--- src/rtl/fig_pkg.sv ---
// Shared definitions for the figure RAM writer: FSM states, checksum width, RAM geometry.
// Latency: n/a (package).
// Backpressure: n/a (package).
package fig_pkg;

  localparam int CHECKSUM_W     = 16;
  localparam int FIG_ADDR_WIDTH = 11;
  localparam int FIG_DATA_WIDTH = 8;

  typedef enum logic [2:0] {
    ST_IDLE,
    ST_WRITE,
    ST_READ,
    ST_DRAIN,
    ST_DONE
  } fig_state_e;

endpackage

--- src/rtl/fig_rd_pipe.sv ---
// Tracks outstanding RAM reads through an RD_LATENCY-deep delay line and sums the returned words.
// Latency: a word is accumulated RD_LATENCY cycles after its read request.
// Backpressure: none; every returned word is consumed the cycle it arrives.
module fig_rd_pipe
  import fig_pkg::*;
#(
  parameter int DATA_WIDTH = FIG_DATA_WIDTH,
  parameter int RD_LATENCY = 1
) (
  input  logic                  clk,
  input  logic                  tb_rst,
  input  logic                  clr_i,
  input  logic                  rd_en_i,
  input  logic [DATA_WIDTH-1:0] rd_data_i,
  output logic [CHECKSUM_W-1:0] sum_o,
  output logic                  drained_o
);

  // Oldest stage of the delay line: only the last outstanding read may remain when drained.
  localparam logic [RD_LATENCY-1:0] LAST_MASK = RD_LATENCY'(1) << (RD_LATENCY - 1);

  logic [RD_LATENCY-1:0] vld_q, vld_d;
  logic [CHECKSUM_W-1:0] sum_q, sum_d;
  logic                  cap;

  // Shift the request flags and add the word whose request reaches the end of the line.
  always_comb begin
    vld_d = (vld_q << 1) | RD_LATENCY'(rd_en_i);
    cap   = vld_q[RD_LATENCY-1];
    sum_d = sum_q + (cap ? CHECKSUM_W'(rd_data_i) : '0);
  end

  // sum_o already includes the word captured this cycle, so the final compare needs no extra cycle.
  assign sum_o     = sum_d;
  assign drained_o = !rd_en_i && ((vld_q & ~LAST_MASK) == '0);

  // Delay-line and accumulator state; a new load clears both.
  always_ff @(posedge clk or posedge tb_rst) begin
    if (tb_rst) begin
      vld_q <= '0;
      sum_q <= '0;
    end else if (clr_i) begin
      vld_q <= '0;
      sum_q <= '0;
    end else begin
      vld_q <= vld_d;
      sum_q <= sum_d;
    end
  end

endmodule

--- src/rtl/fig_ram_writer.sv ---
// Loads a byte stream into the figure RAM, then reads it all back and checks the sum.
// Latency: start to done is 1 + 2*2**ADDR_WIDTH + RD_LATENCY cycles with an unstalled stream.
// Backpressure: s_ready is high only in WRITE; stream gaps stall the write pass indefinitely.
module fig_ram_writer
  import fig_pkg::*;
#(
  parameter int ADDR_WIDTH = FIG_ADDR_WIDTH,
  parameter int DATA_WIDTH = FIG_DATA_WIDTH,
  parameter int RD_LATENCY = 1
) (
  input  logic                  clk,
  input  logic                  tb_rst,
  input  logic                  start,
  input  logic                  s_valid,
  input  logic [DATA_WIDTH-1:0] s_data,
  output logic                  s_ready,
  output logic [ADDR_WIDTH-1:0] ram_addr,
  output logic                  ram_wr_en,
  output logic [DATA_WIDTH-1:0] ram_wr_data,
  output logic                  ram_rd_en,
  input  logic [DATA_WIDTH-1:0] ram_rd_data,
  output logic                  busy,
  output logic                  done,
  output logic                  err,
  output logic [CHECKSUM_W-1:0] checksum
);

  localparam logic [ADDR_WIDTH-1:0] ADDR_MAX = '1;

  fig_state_e            state_q;
  logic [ADDR_WIDTH-1:0] addr_q;
  logic [CHECKSUM_W-1:0] checksum_q;
  logic                  err_q;

  logic                  start_ok;
  logic                  xfer;
  logic [CHECKSUM_W-1:0] rd_sum;
  logic                  rd_drained;

  // start is only honoured between loads.
  assign start_ok = start && ((state_q == ST_IDLE) || (state_q == ST_DONE));

  // The write port is driven straight from the handshake so a word lands in the cycle it is accepted.
  assign s_ready     = (state_q == ST_WRITE);
  assign xfer        = s_valid && s_ready;
  assign ram_wr_en   = xfer;
  assign ram_wr_data = xfer ? s_data : '0;
  assign ram_rd_en   = (state_q == ST_READ);
  assign ram_addr    = addr_q;

  assign busy     = (state_q == ST_WRITE) || (state_q == ST_READ) || (state_q == ST_DRAIN);
  assign done     = (state_q == ST_DONE);
  assign err      = err_q;
  assign checksum = checksum_q;

  fig_rd_pipe #(
    .DATA_WIDTH (DATA_WIDTH),
    .RD_LATENCY (RD_LATENCY)
  ) u_rd_pipe (
    .clk       (clk),
    .tb_rst    (tb_rst),
    .clr_i     (start_ok),
    .rd_en_i   (ram_rd_en),
    .rd_data_i (ram_rd_data),
    .sum_o     (rd_sum),
    .drained_o (rd_drained)
  );

  // Load sequencer: write pass, read-back pass, drain of in-flight reads, then verdict.
  always_ff @(posedge clk or posedge tb_rst) begin
    if (tb_rst) begin
      state_q    <= ST_IDLE;
      addr_q     <= '0;
      checksum_q <= '0;
      err_q      <= 1'b0;
    end else begin
      case (state_q)
        ST_IDLE, ST_DONE: begin
          if (start) begin
            state_q    <= ST_WRITE;
            addr_q     <= '0;
            checksum_q <= '0;
            err_q      <= 1'b0;
          end
        end
        ST_WRITE: begin
          if (xfer) begin
            checksum_q <= checksum_q + CHECKSUM_W'(s_data);
            if (addr_q == ADDR_MAX) begin
              addr_q  <= '0;
              state_q <= ST_READ;
            end else begin
              addr_q <= addr_q + ADDR_WIDTH'(1);
            end
          end
        end
        ST_READ: begin
          // Address parks at its maximum after the last read; it does not wrap.
          if (addr_q == ADDR_MAX) begin
            state_q <= ST_DRAIN;
          end else begin
            addr_q <= addr_q + ADDR_WIDTH'(1);
          end
        end
        ST_DRAIN: begin
          if (rd_drained) begin
            err_q   <= (rd_sum != checksum_q);
            state_q <= ST_DONE;
          end
        end
        default: state_q <= ST_IDLE;
      endcase
    end
  end

endmodule

--- config.mk ---
export PLATFORM = sky130hd
export DESIGN_NAME = fig_ram_writer
export DESIGN_NICKNAME = d
export VERILOG_FILES = /design/src/rtl/fig_pkg.sv /design/src/rtl/fig_rd_pipe.sv /design/src/rtl/fig_ram_writer.sv
export SDC_FILE = /design/constraint.sdc
export NUM_CORES = 1
export LEC_CHECK = 0
export ABC_AREA = 1
export CAP_MARGIN = 30
export CORE_ASPECT_RATIO = 1.75
export CORE_UTILIZATION = 45
export DETAILED_ROUTE_END_ITERATION = 10
export DONT_BUFFER_PORTS = 1
export GPL_TIMING_DRIVEN = 0
export PLACE_DENSITY_LB_ADDON = 0.1
export SKIP_CTS_REPAIR_TIMING = 1
export SLEW_MARGIN = 5
export SYNTH_ARGS = -nofsm -noshare
export SYNTH_HDL_FRONTEND = slang
export SYNTH_SLANG_ARGS = --single-unit
--- constraint.sdc ---
create_clock -name clk -period 5.5 [get_ports clk]
set_clock_uncertainty 0.15 [all_clocks]
set_input_delay 0.825 -clock clk [delete_from_list [all_inputs] [get_ports clk]]
set_output_delay 0.825 -clock clk [all_outputs]
set_load 0.02 [all_outputs]
# == Yosys cells after proc, flatten, opt, wreduce, memory -nomap -nowiden ==
# Index checks and enable logic that the tools add are counted.
# word_totals
regBits,48
inputBits,20
out_inout_bits,41
word_cells,55
# classes
n_addsub,3
eq_ne,12
mux,20
reduce_logical,14
# ops
operator,n
16-bit 2-to-1 mux,3
11-bit 2-to-1 mux,4
11-bit case mux with 3 select lines,1
16-bit case mux with 2 select lines,1
16-bit adder,1
16-bit by 8-bit adder with 16-bit output,1
8-bit 2-to-1 mux,2
16-bit != test,1
3-bit 2-to-1 mux,4
3-bit case mux with 4 select lines,1
"11-bit by 1-bit adder with 11-bit output, second input constant",1
"11-bit equality test, second input constant",1
4-bit AND reduction,2
"3-bit by 2-bit equality test with 1-bit output, second input constant",2
"2-bit by 1-bit != test with 1-bit output, second input constant",3
"2-bit != test, second input constant",3
3-bit AND reduction,2
2-bit nonzero test,2
"3-bit by 1-bit equality test with 1-bit output, second input constant",1
"3-bit equality test, second input constant",1
3-bit zero test,1
1-bit logical OR,3
1-bit 2-to-1 mux,3
3-bit nonzero test,1
other kinds (3),4

# == Depth between registers and ports, before layout ==
# Gate-level depths: netlist (run 1).
# depth
depth_word,5
mapped_depth,20
depth_no_buf,19

# == Modules after synthesis ==
# From an unflattened synthesis (run 1), not the netlist that was laid out.
# hier_totals
hier_cells,560
hier_area_um2,3714.8
# modules_own_cells
module,n_inst,cells_per_inst,area_per_inst_um2,seq_area_each_um2
fig_ram_writer,1,359,2408.6,775.7
fig_rd_pipe,1,201,1306.3,425.4

# == Least setup slack after synthesis (run 1) ==
# Ideal clock, no wire load.
# synth_timing
kind,input to register
start,input port ram_rd_data[0]
end,"register err_q, in the netlist err"
setup_time_ns,0.119
arrival_time_ns,2.495
required_time_ns,5.231
setup_slack_ns,2.736
cell_stages,19
n_path_buf,0
cell_sequence,nand2_1 inv_1 ha_1 inv_1 fa_1 inv_1 nand3_1 nand2_1 nand2_1 nand2_1 nand2_1 nand2_1 nand2_1 nand3_1 nand2_1 nor2_1 nand3_1 nor2_1 nor2_1
# synth_via
elab_chain_len,5
# synth_lines
element,line_no,rtl
from (decl),fig_ram_writer.sv:21,"input logic [DATA_WIDTH-1:0] ram_rd_data,"
8-bit 2-to-1 mux,fig_rd_pipe.sv:30,sum_d = sum_q + (cap ? CHECKSUM_W'(rd_data_i) : '0);
16-bit adder,fig_rd_pipe.sv:30,
16-bit != test,fig_ram_writer.sv:107,err_q <= (rd_sum != checksum_q);
1-bit 2-to-1 mux,fig_ram_writer.sv:106,if (rd_drained) begin
1-bit case mux with 2 select lines,fig_ram_writer.sv:77,case (state_q)
to (signal assigned),fig_ram_writer.sv:107,
to (decl),fig_ram_writer.sv:33,logic err_q;
# No other way between the ends. The select of a mux whose other input is x is not followed.
# A chain may end at the register's enable or synchronous reset.

# == Worst setup path in the final report (run 1) ==
# layout_timing
start,"register u_rd_pipe.vld_q, in the netlist u_rd_pipe.cap"
end,"register err_q, in the netlist err"
# layout_via
elab_chain_len,5
# layout_lines
element,line_no,rtl
from (decl),fig_rd_pipe.sv:22,"logic [RD_LATENCY-1:0] vld_q, vld_d;"
from (signal assigned),fig_rd_pipe.sv:46,vld_q <= vld_d;
8-bit 2-to-1 mux,fig_rd_pipe.sv:30,
16-bit adder,fig_rd_pipe.sv:30,
16-bit != test,fig_ram_writer.sv:107,
1-bit 2-to-1 mux,fig_ram_writer.sv:106,
1-bit case mux with 2 select lines,fig_ram_writer.sv:77,
# No other way between the ends. The select of a mux whose other input is x is not followed.

==> summary by stage, run 1 <==
Status
The flow ran to the end, and the final reports show no timing, DRC or antenna violations.

Clocking
Buffers inserted during clock tree synthesis total 5. In this run the clock root is driven by a sky130_fd_sc_hd__clkbuf_16. For the worst-skew pair, the clock arrives at the later sink with an insertion delay of 290 ps. After clock tree synthesis, the clock-pin slew on the worst setup and hold paths is 70 ps.

CTS saw 48 sinks. The worst-case clock buffer depth is 2. The H-tree was split into 2 levels.

TritonCTS built the clock tree.

Synth
In the synthesized netlist the dominant register cell turns out to be sky130_fd_sc_hd__dfrtp_1. After synthesis the cells add up to 3660 um^2. Summed over all instances, the cell type with the most area after synthesis is sky130_fd_sc_hd__dfrtp_1. In the synthesized netlist the async set-or-reset flop fraction comes to 1.00. The number of library cell types mapped by synthesis is 38. Counting flops with a built-in enable in the synthesized netlist gives 0. The share of synthesized area in the top cell type comes to 0.328.

The average size of a mapped cell is 6.68 um^2. By area the synthesized netlist is led by sky130_fd_sc_hd__dfrtp_1 33%, sky130_fd_sc_hd__nand2_1 15%, sky130_fd_sc_hd__inv_1 9.7%. The synthesized net count is 587. The sequential share of the synthesized area is 0.328. Yosys printed 0 warnings. After synthesis the netlist holds a flip-flop and latch count of 48. The instance count of the mapped netlist is 548.

Power
For this design the ratio of total power to cell area is 489 nW/um^2. The maximum ir drop on the vdd rail is 0.360 mV. For this design the static power due to leakage is 2.14 nW.

Die
The number of rows created at floorplan is 43. The floorplan die area is 8510 um^2. The area of the placeable core is 7910 um^2. During I/O placement, the number of pins put on the boundary was 61. The die is 70.2 um wide. The die extent in y is 121 um.

The initial utilization of the core area, before any placement, comes to 0.463.

Worst setup path
Of all nets on the critical path, the largest fanout is 8. The critical path start-end classification is reg -> reg. The setup slack on the worst flop-to-flop path is 2470 ps.

The number of cells on the worst reg-to-reg path is 20. The critical register-to-register path endpoint is err$_DFFE_PP0P_. The capturing instance or port of the critical path is err$_DFFE_PP0P_. The kind of start point of the critical path is a register.

The capturing element type of the critical path is a register. The worst setup path startpoint is u_rd_pipe.cap$_DFF_PP0_. In this run the critical register-to-register path is launched from u_rd_pipe.cap$_DFF_PP0_. The worst path arrival time is 3070 ps. For the worst setup path, the data required time is 5540 ps.

Timing
Dividing the final minimum period by the clock period gives 0.552. The final hold violation count is 0. The number of failing setup endpoints in the final timing report is 0. The final number of max-transition violations is 0.

Measured against its own limit, the worst slew margin works out to 0.703. Setup repair after global routing left no endpoint under its margin. The time the worst path needs with I/O delays and setup is 3030 ps. For the pin with the worst max-slew slack, the measured transition is 445 ps. The summed negative setup slack over all endpoints is 0 ps.

The final worst slack is 2470 ps. Based on the critical path, the design can be clocked at up to 0.330 GHz.

Layout
The filler cells instantiated in the layout total 858. The synthesis-to-layout area growth is 7.79%. The layout cell share with drive strength beyond 1 is 0.0628. The net count of the finished layout is 595. The count of inserted antenna diode cells is 0.

Global routing
The number of global-route vias before repair is 3503. In the global route stage, met1 resource usage came out at 0.241. In the global route stage, met3 resource usage came out at 0.0457. The most used routing layer in global routing is met2.

The initial antenna violation count came to 0. In the global route stage, overall resource usage came out at 0.240. For met2 alone, demand over resource in global routing was 0.473. For this run the aggregate overflow at the end of global routing stands at 0. Entering global routing, the biggest net connects 32 pins. The first global-routing pass estimated 16100 um of wire.

Placement
Routability-driven placement finished with a final weighted congestion of 0.857. Summed over all nets, the half-perimeter wirelength after detailed placement is 7710 um. The number of buffers added on ports is 0. The worst setup timing slack at the placement stage is 2340 ps.

Drt
The remaining routing DRC violations is 0. The routed wire length per instance is 14.8 um. The total wire length is 9590 um. The count of nets left with antenna violations after detail routing is 0.

The number of design-rule violations left by the first detailed-router iteration is 157. The number of optimization iterations in the first detailed-route pass is 5. The routed layout has 3364 vias. Dividing the detail-routed via count by the number of cells gives 5.20.

Worst hold path
The class of the tightest hold or removal check is in -> async.

Flow run
The total of max-cap violations is 0.
[how the worst min path moves through the flow]
| stage | from | endpoint | slack [ps] | cells past startpoint |
|---|---|---|---|---|
| after floorplan | u_rd_pipe.sum_q[15]$_DFF_PP0_ | u_rd_pipe.sum_q[15]$_DFF_PP0_ | 370 | 3 |
| after global placement | u_rd_pipe.sum_q[15]$_DFF_PP0_ | u_rd_pipe.sum_q[15]$_DFF_PP0_ | 400 | 3 |
| after detailed placement | u_rd_pipe.sum_q[15]$_DFF_PP0_ | u_rd_pipe.sum_q[15]$_DFF_PP0_ | 410 | 3 |
| after CTS | tb_rst | checksum[15]$_DFFE_PP0P_ | 270 | 1 |
| after global routing | tb_rst | checksum[15]$_DFFE_PP0P_ | 290 | 1 |
| final | tb_rst | checksum[15]$_DFFE_PP0P_ | 260 | 1 |
[flip-flops by register name, indices dropped and copies added, names as in the netlist]
name             count
checksum            16
err                  1
ram_addr            11
state_q              3
u_rd_pipe.cap        1
u_rd_pipe.sum_q     16
[layout make-up]
class / count / area, um^2 / area share
Buffer: 6 / 28.8 / 0.00729
Clock buffer: 6 / 139 / 0.0352
Clock inverter: 2 / 13.8 / 0.00349
Inverter: 101 / 379 / 0.0961
Multi-Input combinational cell: 393 / 2050 / 0.520
Sequential cell: 48 / 1200 / 0.304
Tap cell: 90 / 113 / 0.0285
Timing Repair Buffer: 1 / 20.0 / 0.00507
[critical path, stage by stage (launching register included)]
cell	delay, ps
sky130_fd_sc_hd__dfrtp_1	320
sky130_fd_sc_hd__clkbuf_1	350
sky130_fd_sc_hd__nand2_1	90
sky130_fd_sc_hd__inv_1	70
sky130_fd_sc_hd__ha_1	190
sky130_fd_sc_hd__inv_1	70
sky130_fd_sc_hd__fa_1	390
sky130_fd_sc_hd__inv_1	110
sky130_fd_sc_hd__nand3_1	90
sky130_fd_sc_hd__nand2_1	140
sky130_fd_sc_hd__nand2_1	100
sky130_fd_sc_hd__nand2_1	120
sky130_fd_sc_hd__nand2_1	120
sky130_fd_sc_hd__nand2_1	100
sky130_fd_sc_hd__nand2_1	70
sky130_fd_sc_hd__nand3_1	70
sky130_fd_sc_hd__nand2_1	60
sky130_fd_sc_hd__nor2_1	80
sky130_fd_sc_hd__nand3_1	70
sky130_fd_sc_hd__nor2_1	130
sky130_fd_sc_hd__nor2_1	50
[logic make-up (layout without fill, tap and decap cells)]
group	count (synthesis)	count (layout)	share of synthesized area
compound gates	65	65	0.102
simple gates	303	303	0.367
fa+ha+maj	19	19	0.0690
xor+xnor	6	6	0.0222
buf+inv	107	116	0.111
flops	48	48	0.328
[stage by stage]
step / hold slack, ps / instance area [um^2] / utilization / std cells / power (mW)
final: 262 / 3950 / 0.499 / 647 / 1.93
after global routing: 292 / 3950 / 0.499 / 647 / 2.11
after CTS: 272 / 3950 / 0.499 / 647 / 1.95
after detailed placement: 409 / 3790 / 0.480 / 639 / 1.62
after global placement: 402 / 3770 / 0.477 / 638 / 1.59
after floorplan: 367 / 3660 / - / 548 / 1.37
[cell usage in the layout (no fill, tap or decap), types with 7 or more instances in the layout]
cell type / count
sky130_fd_sc_hd__nand2_1: 151
sky130_fd_sc_hd__inv_1: 94
sky130_fd_sc_hd__nor2_1: 66
sky130_fd_sc_hd__nand3_1: 54
sky130_fd_sc_hd__dfrtp_1: 48
sky130_fd_sc_hd__a21oi_1: 33
sky130_fd_sc_hd__ha_1: 17
sky130_fd_sc_hd__o21ai_0: 13
sky130_fd_sc_hd__nor3_1: 11
sky130_fd_sc_hd__inv_2: 7
[cells in the mapped netlist (2+ instances only)]
master and number:
sky130_fd_sc_hd__nand2_1 151, sky130_fd_sc_hd__inv_1 95, sky130_fd_sc_hd__nor2_1 66, sky130_fd_sc_hd__nand3_1 54, sky130_fd_sc_hd__dfrtp_1 48, sky130_fd_sc_hd__a21oi_1 33
sky130_fd_sc_hd__ha_1 17, sky130_fd_sc_hd__o21ai_0 13, sky130_fd_sc_hd__nor3_1 11, sky130_fd_sc_hd__inv_2 6, sky130_fd_sc_hd__nand4_1 6, sky130_fd_sc_hd__buf_2 5
sky130_fd_sc_hd__o21ai_1 4, sky130_fd_sc_hd__o22ai_1 4, sky130_fd_sc_hd__a31oi_1 3, sky130_fd_sc_hd__nor2_2 3, sky130_fd_sc_hd__xor2_1 3, sky130_fd_sc_hd__a211oi_1 2
sky130_fd_sc_hd__fa_1 2, sky130_fd_sc_hd__nand2_4 2, sky130_fd_sc_hd__nand3b_1 2, sky130_fd_sc_hd__nor4_4 2
[power breakdown]
part	internal, mW	leakage (nW)	switching (mW)	total (mW)
clock network	0.182	0.0772	0.145	0.327
registers	0.443	0.638	0.151	0.594
logic	0.322	1.42	0.689	1.01
total	0.947	2.14	0.985	1.93
[layer usage]
layer | part of all wire | vias up
met5 | 0 | -
met4 | 0.021 | 0
met3 | 0.038 | 11
met2 | 0.57 | 67
met1 | 0.37 | 1528
li1 | - | 1758
No activity file was read; power rests on OpenSTA's default activity.
==> run 2: changes to the inputs <==
==> constraint.sdc (replaced) <==
create_clock -name clk -period 2.7 [get_ports clk]
set_clock_uncertainty 0.15 [all_clocks]
set_input_delay 0.405 -clock clk [delete_from_list [all_inputs] [get_ports clk]]
set_output_delay 0.405 -clock clk [all_outputs]
set_load 0.02 [all_outputs]
==> summary by stage, run 2 (synthesis gave the netlist of run 1 again) <==
Worst hold path
The number of cells on the worst hold path is 3. The startpoint of the worst hold path is s_data[0]. The worst hold endpoint is checksum[0]$_DFFE_PP0P_. The class of the tightest hold or removal check was in -> reg (was in -> async).

Clocking
The number of clock sinks is 48 (unchanged). The worst-case clock buffer depth came to 2 (unchanged). The CTS tree is built (unchanged). The worst-skew pair later-pin latency came to 300 ps (was 290 ps).

The clock transition at the register clock pins on the worst setup and hold paths after CTS is 60 ps (was 70 ps). The master cell of the clock root buffer is sky130_fd_sc_hd__clkbuf_16 (unchanged). The total number of H-tree levels was 2 (unchanged).

The number of buffers inserted during clock tree synthesis is 5 (unchanged).

Global routing
The met3 track demand over resource in global routing came to 0.0457 (unchanged). The pin count of the biggest net entering global routing was 32 (unchanged). The global-route track usage on met2 came to 0.473 (unchanged). The wire length of the first global-routing pass is 16100 um (unchanged). The initial antenna violation count is 0 (unchanged). The global routing usage on met1 was 0.241 (unchanged). The most used routing layer in global routing is met2 (unchanged).

The aggregate global-route resource usage is 0.240 (unchanged). The overall overflow remaining after global route is 0 (unchanged). The number of global-route vias before repair was 3503 (unchanged).

Drt
The remaining routing DRC violations is 0 (unchanged). The number of optimization iterations in the first detailed-route pass is 5 (unchanged). The count of vias placed by the detailed router is 3445 (was 3364). The count of nets left with antenna violations after detail routing is 0 (unchanged).

The mean number of vias per cell is 5.32 (was 5.20). The number of design-rule violations left by the first detailed-router iteration is 143 (was 157). The total wire length is 9730 um (was 9590 um).

The routed wire length per instance was 15.0 um (was 14.8 um).

Worst setup path
The required arrival time at the worst endpoint is 2140 ps (was 5540 ps). The critical path start-end classification is reg -> out (was reg -> reg). The setup slack on the worst flop-to-flop path was 150 ps (was 2470 ps). The capturing element type of the critical path is a primary output (was register). The worst path arrival time was 2040 ps (was 3070 ps).

The critical register-to-register path endpoint is err$_DFFE_PP0P_ (unchanged). The number of cells on the worst reg-to-reg path is 16 (was 20). The startpoint of the worst register-to-register path is u_rd_pipe.cap$_DFF_PP0_ (unchanged). The largest fanout of any net on the critical path is 10 (was 8). The kind of start point of the critical path is a register (unchanged).

Placement
The half-perimeter wire length after placement is 7710 um (unchanged). The total placed cells including tap cells was 639 (unchanged). The area after detailed placement is 3790 um^2 (unchanged). The last weighted congestion value of the routability-driven placer is 0.857 (unchanged). The number of buffers added on ports was 0 (unchanged).

Layout
The count of inserted antenna diode cells is 0 (unchanged). The most common library cell in the layout ignoring fill and taps is sky130_fd_sc_hd__nand2_1 (unchanged). The net count of the finished layout is 596 (was 595). The synthesis-to-layout area growth came to 12.5% (was 7.79%). The non-filler instance count after layout was 648 (was 647). Commonest cells after routing, fill and taps aside: 139 x sky130_fd_sc_hd__nand2_1, 89 x sky130_fd_sc_hd__inv_1, 61 x sky130_fd_sc_hd__nor2_1, 50 x sky130_fd_sc_hd__nand3_1, 47 x sky130_fd_sc_hd__dfrtp_1 (was 151 x sky130_fd_sc_hd__nand2_1, 94 x sky130_fd_sc_hd__inv_1, 66 x sky130_fd_sc_hd__nor2_1, 54 x sky130_fd_sc_hd__nand3_1, 48 x sky130_fd_sc_hd__dfrtp_1). The number of filler cells placed in the layout came to 841 (was 858). The finished layout cell area is 4120 um^2 (was 3950 um^2). The layout cell share with drive strength beyond 1 is 0.129 (was 0.0628). The area taken by flip-flops and latches was 1200 um^2 (about the same). The area of the multi-input gates came to 2210 um^2 (was 2050 um^2).

Status
Result of the run: finished clean (unchanged).

Die
The horizontal extent of the die is 70.2 um (unchanged). The floorplan die area is 8510 um^2 (unchanged). The die extent in y is 121 um (unchanged).

The I/O pin total is 61 (unchanged). The number of rows created at floorplan was 43 (unchanged). The starting utilization of the core area is 0.463 (unchanged). The area of the placeable core is 7910 um^2 (unchanged).

Power
The total power of the final layout came to 4.13 mW (was 1.93 mW). The maximum ir drop on the vdd rail was 0.738 mV (was 0.360 mV). The ratio of total power to cell area is 1000 nW/um^2 (was 489 nW/um^2). The static power due to leakage is 2.14 nW (about the same).

Timing
The number of failing setup endpoints in the final timing report was 0 (unchanged). The actual transition at the worst max-transition pin came to 489 ps (was 445 ps). The ratio of final minimum period to clock period is 0.963. The worst hold slack is 227 ps (was 262 ps). After layout, the minimum clock period comes to 2600 ps. The relative slew slack is 0.673 (was 0.703).

The final hold violation count is 0 (unchanged). The final number of max-transition violations is 0 (unchanged). Unrepaired setup endpoints after global routing: yes (was no). Static timing analysis puts the maximum clock frequency at 0.385 GHz.

Flow run
The total of max-cap violations is 0 (unchanged).
## run 2: worst max-delay path by stage
| stage | end | slack [ps] | depth (start not counted) | startpoint |
|---|---|---|---|---|
| 2_1_floorplan | err$_DFFE_PP0P_ | 220 | 20 | u_rd_pipe.cap$_DFF_PP0_ |
| 3_3_place_gp | err$_DFFE_PP0P_ | -330 | 20 | u_rd_pipe.cap$_DFF_PP0_ |
| 3_5_place_dp | err$_DFFE_PP0P_ | -380 | 20 | u_rd_pipe.cap$_DFF_PP0_ |
| 4_1_cts | err$_DFFE_PP0P_ | -400 | 20 | u_rd_pipe.cap$_DFF_PP0_ |
| 5_1_grt | err$_DFFE_PP0P_ | -20 | 18 | u_rd_pipe.cap$_DFF_PP0_ |
| 6_report | ram_wr_data[2] | 100 | 7 | state_q[0]$_DFFE_PP0P_ |
## run 2: worst max-delay path: stages, from the launching register on
cell                      delay [ps]
sky130_fd_sc_hd__dfrtp_1         510
sky130_fd_sc_hd__nor2_1          120
sky130_fd_sc_hd__nand2_1         120
sky130_fd_sc_hd__o21ai_4         100
sky130_fd_sc_hd__nor2_4          270
sky130_fd_sc_hd__inv_1            90
sky130_fd_sc_hd__buf_2           210
sky130_fd_sc_hd__nor2_1          330
## run 2: cell type report
type                       count  area share
inverter                     101      0.0921
tap                           90      0.0273
timing repair buffer           3     0.00912
clock inverter                 2     0.00334
buffer                         5     0.00608
clock buffer                   6      0.0337
multi-input combinational    393       0.536
sequential                    48       0.292
## run 2: per-layer routing
layer,vias to the layer above,share of wire
li1,1760,-
met1,1599,0.37
met2,72,0.57
met3,14,0.039
met4,0,0.022
met5,-,0
## run 2: report_power, final
part	internal [mW]	total (mW)	leakage [nW]	switching [mW]
logic	0.757	2.23	1.42	1.47
registers	0.905	1.24	0.636	0.335
clock network	0.371	0.667	0.0772	0.296
total	2.03	4.13	2.14	2.10
## run 2: through the flow
step                      TNS, ps  setup WS (ps)  utilization
final                           0            101        0.521
after global routing        -57.9          -17.6        0.521
after CTS                    -421           -400        0.499
after detailed placement     -387           -383        0.480
after global placement       -331           -331        0.477
after floorplan                 0            219            -
